[config.mk]
export PLATFORM = sky130hd
export DESIGN_NAME = dump_stream_framer
export DESIGN_NICKNAME = d
export VERILOG_FILES = /design/src/rtl/dump_stream_framer.sv
export SDC_FILE = /design/constraint.sdc
export NUM_CORES = 1
export LEC_CHECK = 0
export CORE_ASPECT_RATIO = 0.75
export CORE_MARGIN = 2
export CORE_UTILIZATION = 50
export CTS_CLUSTER_SIZE = 24
export DETAILED_ROUTE_END_ITERATION = 8
export PLACE_DENSITY = 0.81
export SLEW_MARGIN = 15
export SYNTH_ARGS = -nofsm -noshare
export SYNTH_HDL_FRONTEND = slang
export SYNTH_SLANG_ARGS = --single-unit
[constraint.sdc]
create_clock -name clk -period 6 [get_ports clk]
set_input_delay 1.8 -clock clk [delete_from_list [all_inputs] [get_ports clk]]
set_output_delay 1.8 -clock clk [all_outputs]
set_load 0.03 [all_outputs]
[src/rtl/dump_stream_framer.sv]
// Trade-log dump framer: on start_dump, reads the word buffer and streams
// HDR, 16-bit count, words MSB-first and a tlast-flagged sentinel over AXI-Stream.
module dump_stream_framer #(
  parameter int         WORD_WIDTH    = 64,
  parameter int         ADDR_WIDTH    = 8,
  parameter logic [7:0] HDR_BYTE      = 8'hAA,
  parameter logic [7:0] SENTINEL_BYTE = 8'h55
) (
  input  logic                  clk,
  input  logic                  rst_n,
  input  logic                  start_dump,
  input  logic [ADDR_WIDTH:0]   word_count,
  output logic                  rd_en,
  output logic [ADDR_WIDTH-1:0] rd_addr,
  input  logic [WORD_WIDTH-1:0] rd_data,
  output logic [7:0]            m_axis_tdata,
  output logic                  m_axis_tvalid,
  output logic                  m_axis_tlast,
  input  logic                  m_axis_tready,
  output logic                  busy,
  output logic                  done
);

  localparam int NB = WORD_WIDTH / 8;
  localparam int BW = $clog2(NB) + 1;
  localparam logic [BW-1:0] LAST_B = BW'(NB - 1);

  typedef enum logic [2:0] {
    S_IDLE, S_HDR, S_CNT_HI, S_CNT_LO, S_FETCH, S_LOAD, S_BYTES, S_SENT
  } state_t;

  state_t                  state_q, state_d;
  logic [ADDR_WIDTH:0]     count_q, count_d;
  // Index of the next word to fetch; one bit wider so a full buffer needs no wrap.
  logic [ADDR_WIDTH:0]     widx_q, widx_d;
  logic [ADDR_WIDTH-1:0]   rd_addr_q, rd_addr_d;
  logic [WORD_WIDTH-1:0]   shift_q, shift_d;
  logic [BW-1:0]           bcnt_q, bcnt_d;
  logic                    done_q, done_d;
  logic [15:0]             cnt16;
  logic                    hs;

  assign cnt16 = 16'(count_q);
  assign hs    = m_axis_tvalid & m_axis_tready;

  always_ff @(posedge clk or negedge rst_n) begin
    if (!rst_n) begin
      state_q   <= S_IDLE;
      count_q   <= '0;
      widx_q    <= '0;
      rd_addr_q <= '0;
      shift_q   <= '0;
      bcnt_q    <= '0;
      done_q    <= 1'b0;
    end else begin
      state_q   <= state_d;
      count_q   <= count_d;
      widx_q    <= widx_d;
      rd_addr_q <= rd_addr_d;
      shift_q   <= shift_d;
      bcnt_q    <= bcnt_d;
      done_q    <= done_d;
    end
  end

  always_comb begin
    state_d   = state_q;
    count_d   = count_q;
    widx_d    = widx_q;
    rd_addr_d = rd_addr_q;
    shift_d   = shift_q;
    bcnt_d    = bcnt_q;
    done_d    = 1'b0;
    case (state_q)
      S_IDLE: if (start_dump) begin
        state_d = S_HDR;
        count_d = word_count;
        widx_d  = '0;
      end
      S_HDR:    if (hs) state_d = S_CNT_HI;
      S_CNT_HI: if (hs) state_d = S_CNT_LO;
      S_CNT_LO: if (hs) begin
        if (count_q != '0) begin
          state_d   = S_FETCH;
          rd_addr_d = widx_q[ADDR_WIDTH-1:0];
        end else begin
          state_d = S_SENT;
        end
      end
      S_FETCH: begin
        state_d = S_LOAD;
        widx_d  = widx_q + (ADDR_WIDTH+1)'(1);
      end
      S_LOAD: begin
        shift_d = rd_data;
        bcnt_d  = '0;
        state_d = S_BYTES;
      end
      S_BYTES: if (hs) begin
        shift_d = shift_q << 8;
        bcnt_d  = bcnt_q + BW'(1);
        if (bcnt_q == LAST_B) begin
          if (widx_q < count_q) begin
            state_d   = S_FETCH;
            rd_addr_d = widx_q[ADDR_WIDTH-1:0];
          end else begin
            state_d = S_SENT;
          end
        end
      end
      S_SENT: if (hs) begin
        done_d  = 1'b1;
        state_d = S_IDLE;
      end
      default: state_d = S_IDLE;
    endcase
  end

  // Stream outputs decode straight from state so reset clears them immediately.
  always_comb begin
    m_axis_tdata = 8'h00;
    case (state_q)
      S_HDR:    m_axis_tdata = HDR_BYTE;
      S_CNT_HI: m_axis_tdata = cnt16[15:8];
      S_CNT_LO: m_axis_tdata = cnt16[7:0];
      S_BYTES:  m_axis_tdata = shift_q[WORD_WIDTH-1 -: 8];
      S_SENT:   m_axis_tdata = SENTINEL_BYTE;
      default:  m_axis_tdata = 8'h00;
    endcase
  end

  assign m_axis_tvalid = (state_q == S_HDR) || (state_q == S_CNT_HI) || (state_q == S_CNT_LO) ||
                         (state_q == S_BYTES) || (state_q == S_SENT);
  assign m_axis_tlast  = (state_q == S_SENT);
  assign rd_en         = (state_q == S_FETCH);
  assign rd_addr       = rd_addr_q;
  assign busy          = (state_q != S_IDLE);
  assign done          = done_q;

endmodule

==> out/metrics.yaml, run 1 <==
detail_route.first_pass.iterations: 5
totalPowerFinal_mw: 3.25
route.detailed.drc: 0
fp.dieH_um: 90.4
tritoncts: "done"
critPathLaunch: "state_q[2]"
yosysUniqueCellTypes: 36
cp-end-kind: "output pin"
grt_setup_unrepaired: "no"
min_period_over_period_pct: 81.3
critical-path-max-stage-delay_ns: 0.85
floorplan.io_pins: 98
synth.most_common_cell: "nand2_1"
slowest_cell_on_crit_path: "nor2b_1"
globalplace.congestion: 0.893
hold_viol: 0
post_synth_main_area_contributors: "dfrtp_1, mux2i_1, nand2_1, o21ai_0, nand3_1"
finish.cell_count_without_fillers: 764
synth-warning-count: 0
fmax_mhz: 205
fin_nets: 714
wl_um: 12600
cts-hold-fix-buffers: 0
timing.reg2reg.worst_path_depth: 8
cts_buffers: 9
power.leakage_nw: 2.71
effective_utilization_at_floorplan_pct: 51.5
cap_violations: 0
fin_ws_ns: 1.12
synth.net_count: 639
placed_cells_incl_taps: 748
grt_max_degree: 99
post_cts_buffers: 0
synth-seq-cells: 98
final_antenna_net_count: 0
mean_instance_size_in_the_synthesized_netlist_sq_um: 9.02
synth_common_cells: "nand2_1, dfrtp_1, o21ai_0, mux2i_1, nand3_1"
globalRouteTotalUtil_pct: 24.4
clk_transition_reported_paths_ns: 0.07
yosysSeqAreaShare_pct: 49.3
layout-drive-gt1-share_pct: 3.48
dp_hpwl_um: 8920
io_buffers: 97
slew_headroom_pct: 28.8
syn_area_sq_um: 4980
number_of_synthesized_flops_with_an_enable_pin: 0
list_of_cells_traversed_by_the_critical_path: "nor2b_1, o21ai_0, nand2_1, clkdlybuf4s50_1"
synth_largest_area_cell: "dfrtp_1"
worst_setup_sp_type: "flip-flop"
hold_class: "flip-flop to flip-flop"
insertion_delay_ns: 0.34
htree_levels: 3
worstPathRequired_ns: 4.20
period_minus_slack_ns: 4.88
timing.hold.worst.start: "shift_q[37]"
post_drt_via_cell_ratio: 5.66
area_added_between_synthesis_and_finish_pct: 26.5
route.detailed.wl_per_inst_um: 16.5
global_route_wire_length_before_repair_um: 21100
cts.sink_count: 98
clockRootBuffer: "clkbuf_16"
dominantRegCellSynth: "dfrtp_1"
grt_remaining_overflow: 0
die_width_um: 119
synth_top_cell_area_share_pct: 49.3
timing.setup.tns_ns: 0
first_global_vias: 4222
placement.setup.worst_slack_ns: 1.51
min_delay_path_depth: 2
post_cts.resized_instances: 0
finish.utilization_pct: 65.2
critical_path.max_fanout: 36
synth-async-reset-ratio_pct: 100
drt_iter0_drc: 463
insertedDiodeCount: 0
finalMaxSlewViolations: 0
coreArea_sq_um: 9660
outcome: "finished clean"
timing.setup.critical_path_class: "flip-flop to output pin"
worstReg2RegStart: "state_q[2]"
dr_total_vias: 4326
number_of_antenna_violations_at_the_first_check_in_global_routing: 0
timing.final.setup_violations: 0
power.density_nw_per_um2: 516
clockBufferDepth: 2
vdd_ir_drop_max_uv: 196
netlist_instances: 552
final.setup_skew_ns: 0.00849
row_count: 31
worst-endpoint-arrival_ns: 3.08
max_slew.worst_pin.slew_ns: 1.06
die-area_sq_um: 10800
==> area by class of cell <==
cell class / instances / area (sq um)
clock buffer: 12 / 246
fill: 773 / 3360
sequential: 98 / 2450
clock inverter: 4 / 51.3
tap: 132 / 165
multi-input combinational: 407 / 2350
timing repair buffer: 100 / 991
inverter: 11 / 41.3
==> cells in the final DEF, fill, tap and decap left out, drive strengths merged <==
cell,Yosys,routed
xnor2,1,1
mux2i,59,59
clkbuf,30,12
nor4,1,1
o22ai,1,1
and2,3,3
a211o,2,2
o21ai,93,93
nand4,2,2
a22o,1,1
a21o,2,2
dfrtp,98,98
nand4b,1,1
a211oi,2,2
a31oi,2,2
nor2b,2,2
ha,10,10
and3,8,8
a2111oi,1,1
nand2,129,129
clkinv,0,2
bufinv,0,1
o21a,1,1
nand3b,2,2
nand3,43,43
nand2b,6,6
a221oi,2,2
xor2,2,2
nor2,17,17
inv,11,11
buf,6,4
clkinvlp,0,1
a21oi,12,12
or4,2,2
clkdlybuf4s50,0,96
==> power by group <==
part / switching [mW] / leakage, nW / internal [mW]
combinational: 0.865 / 1.33 / 0.569
sequential: 0.276 / 1.23 / 0.961
clock: 0.242 / 0.143 / 0.335
==> flip-flops by register name (all words and copies together) (netlist names) <==
signal	flops
widx_q	9
done	1
bcnt_q	4
shift_q	64
rd_addr	8
count_q	9
state_q	3
==> through the flow <==
step / cell area (sq um) / hold slack [ns]
after floorplan: 4980 / 0.445
after global placement: 6000 / 0.462
after detailed placement: 6000 / 0.470
after CTS: 6300 / 0.488
after global routing: 6300 / 0.513
final: 6300 / 0.484
==> critical path, delay by kind of cell (launching register included) <==
family	cells	cell delay (ns)
DFF	1	0.78
buffers and inverters	1	0.69
AOI/OAI and AO/OA	1	0.24
and+or+nand+nor	2	1.02
==> worst paths after layout <==
| path | endpoint | slack, ns |
|---|---|---|
| max | m_axis_tdata[7] | 1.12 |
| max reg2reg | shift_q[47] | 1.97 |
| min reg2reg | shift_q[37] | 0.48 |
| min in group asynchronous | shift_q[23] | 1.46 |
| min | shift_q[37] | 0.48 |
| max in group asynchronous | shift_q[47] | 3.44 |
==> cell families (layout without fill, tap and decap cells) <==
group / after synthesis / after routing / share of synthesized area, %
flip-flops: 98 / 98 / 49.3
multiplexers: 59 / 59 / 11.9
AND/OR/NAND/NOR: 216 / 216 / 18.9
adder cells (fa/ha/maj): 10 / 10 / 2.51
AO/OA/AOI/OAI: 119 / 119 / 13.1
XOR/XNOR: 3 / 3 / 0.528
buffers and inverters: 47 / 127 / 3.82
==> layer usage <==
metal	wire, um	GRT usage [%]	vias to the layer above
li1	-	-	2048
met1	5410	33.1	2078
met2	5990	39.0	173
met3	969	6.12	27
met4	229	7.24	0
met5	0	0	-
(Power assumes the default switching activity.)
==> inputs of run 2 (changes only) <==
- CORE_UTILIZATION: 50 -> 47
- PLACE_DENSITY: 0.81 -> 0.8
- clock period: 6 -> 4.3 ns (I/O delays scaled with it)
==> out/metrics.yaml, run 2 (same netlist as run 1, synthesis figures left out) <==
final.setup_skew_ns: 0.00776
fillerInstances: 860
die-area_sq_um: 11400
detail_route.first_pass.iterations: 5
dp_hpwl_um: 8690
die_width_um: 123
period_minus_slack_ns: 3.65
cts-hold-fix-buffers: 0
largest_registers: "shift_q (64), count_q (9), widx_q (9)"
hold_class: "flip-flop to flip-flop"
largest_register_ffs: 64
area_added_between_synthesis_and_finish_pct: 27.8
post_drt_via_cell_ratio: 5.46
timing.final.setup_violations: 0
min_period_over_period_pct: 84.8
switching_share_pct: 42.1
effective_utilization_at_floorplan_pct: 48.4
route.detailed.drc: 0
outcome: "finished clean"
route.detailed.wl_per_inst_um: 15.6
globalRouteTotalUtil_pct: 22.9
max_slew.worst_pin.slew_ns: 1.05
worst-endpoint-arrival_ns: 2.36
power.density_nw_per_um2: 718
final_common_cell: "nand2_1"
power.clock.fraction_pct: 18.0
cp-end-kind: "output pin"
fin_nets: 721
insertion_delay_ns: 0.34
p_seq_share_pct: 36.6
cap_violations: 0
worst_setup_sp_type: "flip-flop"
hold_viol: 0
vdd_ir_drop_max_uv: 322
slew_headroom_pct: 29.7
cts.sink_count: 98
drt_iter0_drc: 384
fp.dieH_um: 93.1
wl_um: 12100
io_buffers: 97
row_count: 32
fmax_mhz: 274
htree_levels: 3
hold-worst-slack_ns: 0.479
pwr-share-comb_pct: 45.3
power.leakage_nw: 2.75
grt_setup_unrepaired: "no"
power_report.internal_total_mw: 2.64
insertedDiodeCount: 0
registers.top_by_ff_count: "shift_q"
grt_max_degree: 76
timing.setup.tns_ns: 0
clk_transition_reported_paths_ns: 0.07
first_global_vias: 4211
final_antenna_net_count: 0
grt_remaining_overflow: 0
timing.setup.critical_path_class: "flip-flop to output pin"
number_of_antenna_violations_at_the_first_check_in_global_routing: 0
post_cts.resized_instances: 0
critical_path.max_fanout: 13
post_cts_buffers: 0
coreArea_sq_um: 10300
global_route_wire_length_before_repair_um: 20500
clockBufferDepth: 2
dr_total_vias: 4230
clockRootBuffer: "clkbuf_16"
globalplace.congestion: 0.838
worstPathRequired_ns: 3.01
finalMaxSlewViolations: 0
tritoncts: "done"
cts_buffers: 9
layout.cells.most_common_list: "nand2_1, dfrtp_1, clkdlybuf4s50_1, o21ai_0, mux2i_1"
layout-drive-gt1-share_pct: 4.69
switching_power_of_the_nets_mw: 1.92
floorplan.io_pins: 98
==> run 2: cell count changes in the layout (fill, tap and decap cells not counted) <==
cell / change
clkbuf_1: -1
clkinvlp_4: -1
buf_4: +7
inv_6: +2
==> run 2: per-layer routing <==
layer	wire, um	GRT usage, %	vias up
li1	-	-	2063
met1	5550	32.2	2026
met2	5710	35.7	126
met3	689	5.12	15
met4	152	6.32	0
met5	0	0	-
==> run 2: layout make-up <==
| type | instances | area, sq um | area share (%) |
|---|---|---|---|
| Clock buffer | 11 | 243 | 3.82 |
| Inverter | 11 | 41.3 | 0.649 |
| Sequential cell | 98 | 2450 | 38.6 |
| Timing Repair Buffer | 107 | 1040 | 16.4 |
| Tap cell | 136 | 170 | 2.68 |
| Clock inverter | 5 | 61.3 | 0.964 |
| Multi-Input combinational cell | 407 | 2350 | 36.9 |
==> run 2: critical path, stage by stage (launching register included) <==
cell and delay, ns:
dfrtp_1 0.62, inv_2 0.22, nor2_4 0.31, nand2_1 0.10
nand2_1 0.09, clkdlybuf4s50_1 0.67
==> run 2: path summary, 6_finish.rpt <==
kind	startpoint	to	slack, ns	cells past startpoint
min in group asynchronous	rst_n	widx_q[4]	1.06	1
worst max register to register	state_q[1]	shift_q[37]	1.67	5
worst min register to register	shift_q[33]	shift_q[33]	0.48	2
worst max-delay path	state_q[1]	m_axis_tdata[7]	0.65	5
max in group asynchronous	rst_n	shift_q[40]	2.49	2
worst min-delay path	shift_q[33]	shift_q[33]	0.48	2
==> run 2: per-stage QoR <==
step                setup WS, ns  utilization [%]  cell area [sq um]  total power, mW  instances
floorplan                   1.37                -               4980             3.06        552
global placement           0.755             58.9               6060             3.63        759
detailed placement         0.583             58.9               6060             3.74        759
CTS                        0.675             61.8               6360             4.58        775
global route               0.565             61.8               6360             4.93        775
finish                     0.653             61.8               6360             4.57        775
==> run 2: power groups by stage <==
| stage | registers, mW | clock network, mW | logic, mW |
|---|---|---|---|
| 2_1_floorplan | 1.62 | 0 | 1.44 |
| 3_3_place_gp | 1.65 | 0 | 1.98 |
| 3_5_place_dp | 1.68 | 0 | 2.06 |
| 4_1_cts | 1.67 | 0.839 | 2.08 |
| 5_1_grt | 1.73 | 0.876 | 2.32 |
| 6_report | 1.67 | 0.823 | 2.07 |
==> inputs of run 3 (changes only) <==
- clock period: 4.3 -> 3.25 ns (I/O delays scaled with it)
==> out/metrics.yaml, run 3 (same netlist as run 1, synthesis figures left out) <==
outcome: "finished clean"
layout.cells.most_common_list: "nand2_1, dfrtp_1, o21ai_0, clkdlybuf4s50_1, mux2i_1"
clk_transition_reported_paths_ns: 0.07
final-seq-area_sq_um: 2450
final.setup_skew_ns: 0.00704
finalMaxSlewViolations: 0
clockBufferDepth: 2
fin_nets: 725
power.density_nw_per_um2: 962
largest_register_ffs: 64
die-area_sq_um: 11400
timing.final.setup_violations: 0
final_common_cell: "nand2_1"
fp.dieH_um: 93.1
post_cts_buffers: 0
worstPathRequired_ns: 2.27
route.detailed.wl_per_inst_um: 15.9
post_drt_via_cell_ratio: 5.50
wl_um: 12400
grt_remaining_overflow: 0
vdd_ir_drop_max_uv: 513
cts.sink_count: 98
tritoncts: "done"
insertion_delay_ns: 0.34
timing.setup.critical_path_class: "flip-flop to output pin"
totalPowerFinal_mw: 6.18
globalplace.congestion: 0.858
dr_total_vias: 4286
period_minus_slack_ns: 3.06
dp_hpwl_um: 8840
area_added_between_synthesis_and_finish_pct: 29.0
worst_setup_sp_type: "flip-flop"
first_global_vias: 4351
cap_violations: 0
hold_class: "flip-flop to flip-flop"
min_period_over_period_pct: 94.3
clockRootBuffer: "clkbuf_16"
effective_utilization_at_floorplan_pct: 48.4
registers.top_by_ff_count: "shift_q"
finish.utilization_pct: 62.4
grt_max_degree: 61
grt_setup_unrepaired: "no"
global_route_wire_length_before_repair_um: 20900
insertedDiodeCount: 0
cts_buffers: 9
detail_route.first_pass.iterations: 6
power.leakage_nw: 2.79
timing.reg2reg.worst_path_depth: 5
finish.cell_count_without_fillers: 779
row_count: 32
worst-endpoint-arrival_ns: 2.09
htree_levels: 3
cts-hold-fix-buffers: 0
fmax_mhz: 326
timing.setup.tns_ns: 0
floorplan.io_pins: 98
multi_input_area_sq_um: 2350
coreArea_sq_um: 10300
largest_registers: "shift_q (64), count_q (9), widx_q (9)"
globalRouteTotalUtil_pct: 23.5
layout-drive-gt1-share_pct: 5.91
max_slew.worst_pin.slew_ns: 0.921
final_antenna_net_count: 0
number_of_antenna_violations_at_the_first_check_in_global_routing: 0
cp-end-kind: "output pin"
die_width_um: 123
slew_headroom_pct: 38.6
post_cts.resized_instances: 0
hold_viol: 0
min_delay_path_depth: 2
route.detailed.drc: 0
critical_path.max_fanout: 13
placed_cells_incl_taps: 763
fillerInstances: 872
drt_iter0_drc: 488
io_buffers: 97
-- run 3: final timing paths --
kind | from | end | slack [ns]
setup / recovery | state_q[1] | m_axis_tdata[4] | 0.19
hold / removal | shift_q[43] | shift_q[43] | 0.48
setup reg to reg | state_q[1] | shift_q[37] | 0.68
hold reg to reg | shift_q[43] | shift_q[43] | 0.48
max in group asynchronous | rst_n | rd_addr[3] | 1.89
min in group asynchronous | rst_n | shift_q[59] | 0.66
-- run 3: final cells by class --
type	count	share of cell area, %
clock inverters	5	1.60
clock buffers	11	3.62
repair buffers	111	16.7
multi-input cells	407	36.6
well taps	136	2.65
flip-flops and latches	98	38.2
inverters	11	0.643
-- run 3: routing by layer --
metal | GRT usage, % | vias up | share of wire [%]
li1 | - | 2077 | -
met1 | 31.7 | 2057 | 46
met2 | 37.5 | 129 | 47
met3 | 6.52 | 23 | 5.9
met4 | 5.84 | 0 | 1.5
met5 | 0 | - | 0
-- run 3: worst max-delay path, cell delays in order (launching register included) --
cell and delay [ns]:
dfrtp_1 0.61, inv_2 0.22, a21oi_1 0.21, clkdlybuf4s50_1 0.70
-- run 3: per-stage QoR --
stage / hold WS [ns] / area, sq um / setup WS (ns)
finish: 0.479 / 6420 / 0.186
global route: 0.497 / 6420 / 0.0506
floorplan: 0.445 / 4980 / 0.636
CTS: 0.484 / 6420 / 0.198
global placement: 0.460 / 6090 / 0.276
detailed placement: 0.469 / 6090 / 0.157
-- run 3: power breakdown --
group	leakage (nW)	internal [mW]	total [mW]	switching (mW)
Clock	0.160	0.752	1.20	0.451
Sequential	1.23	1.77	2.21	0.435
Combinational	1.40	1.11	2.77	1.65
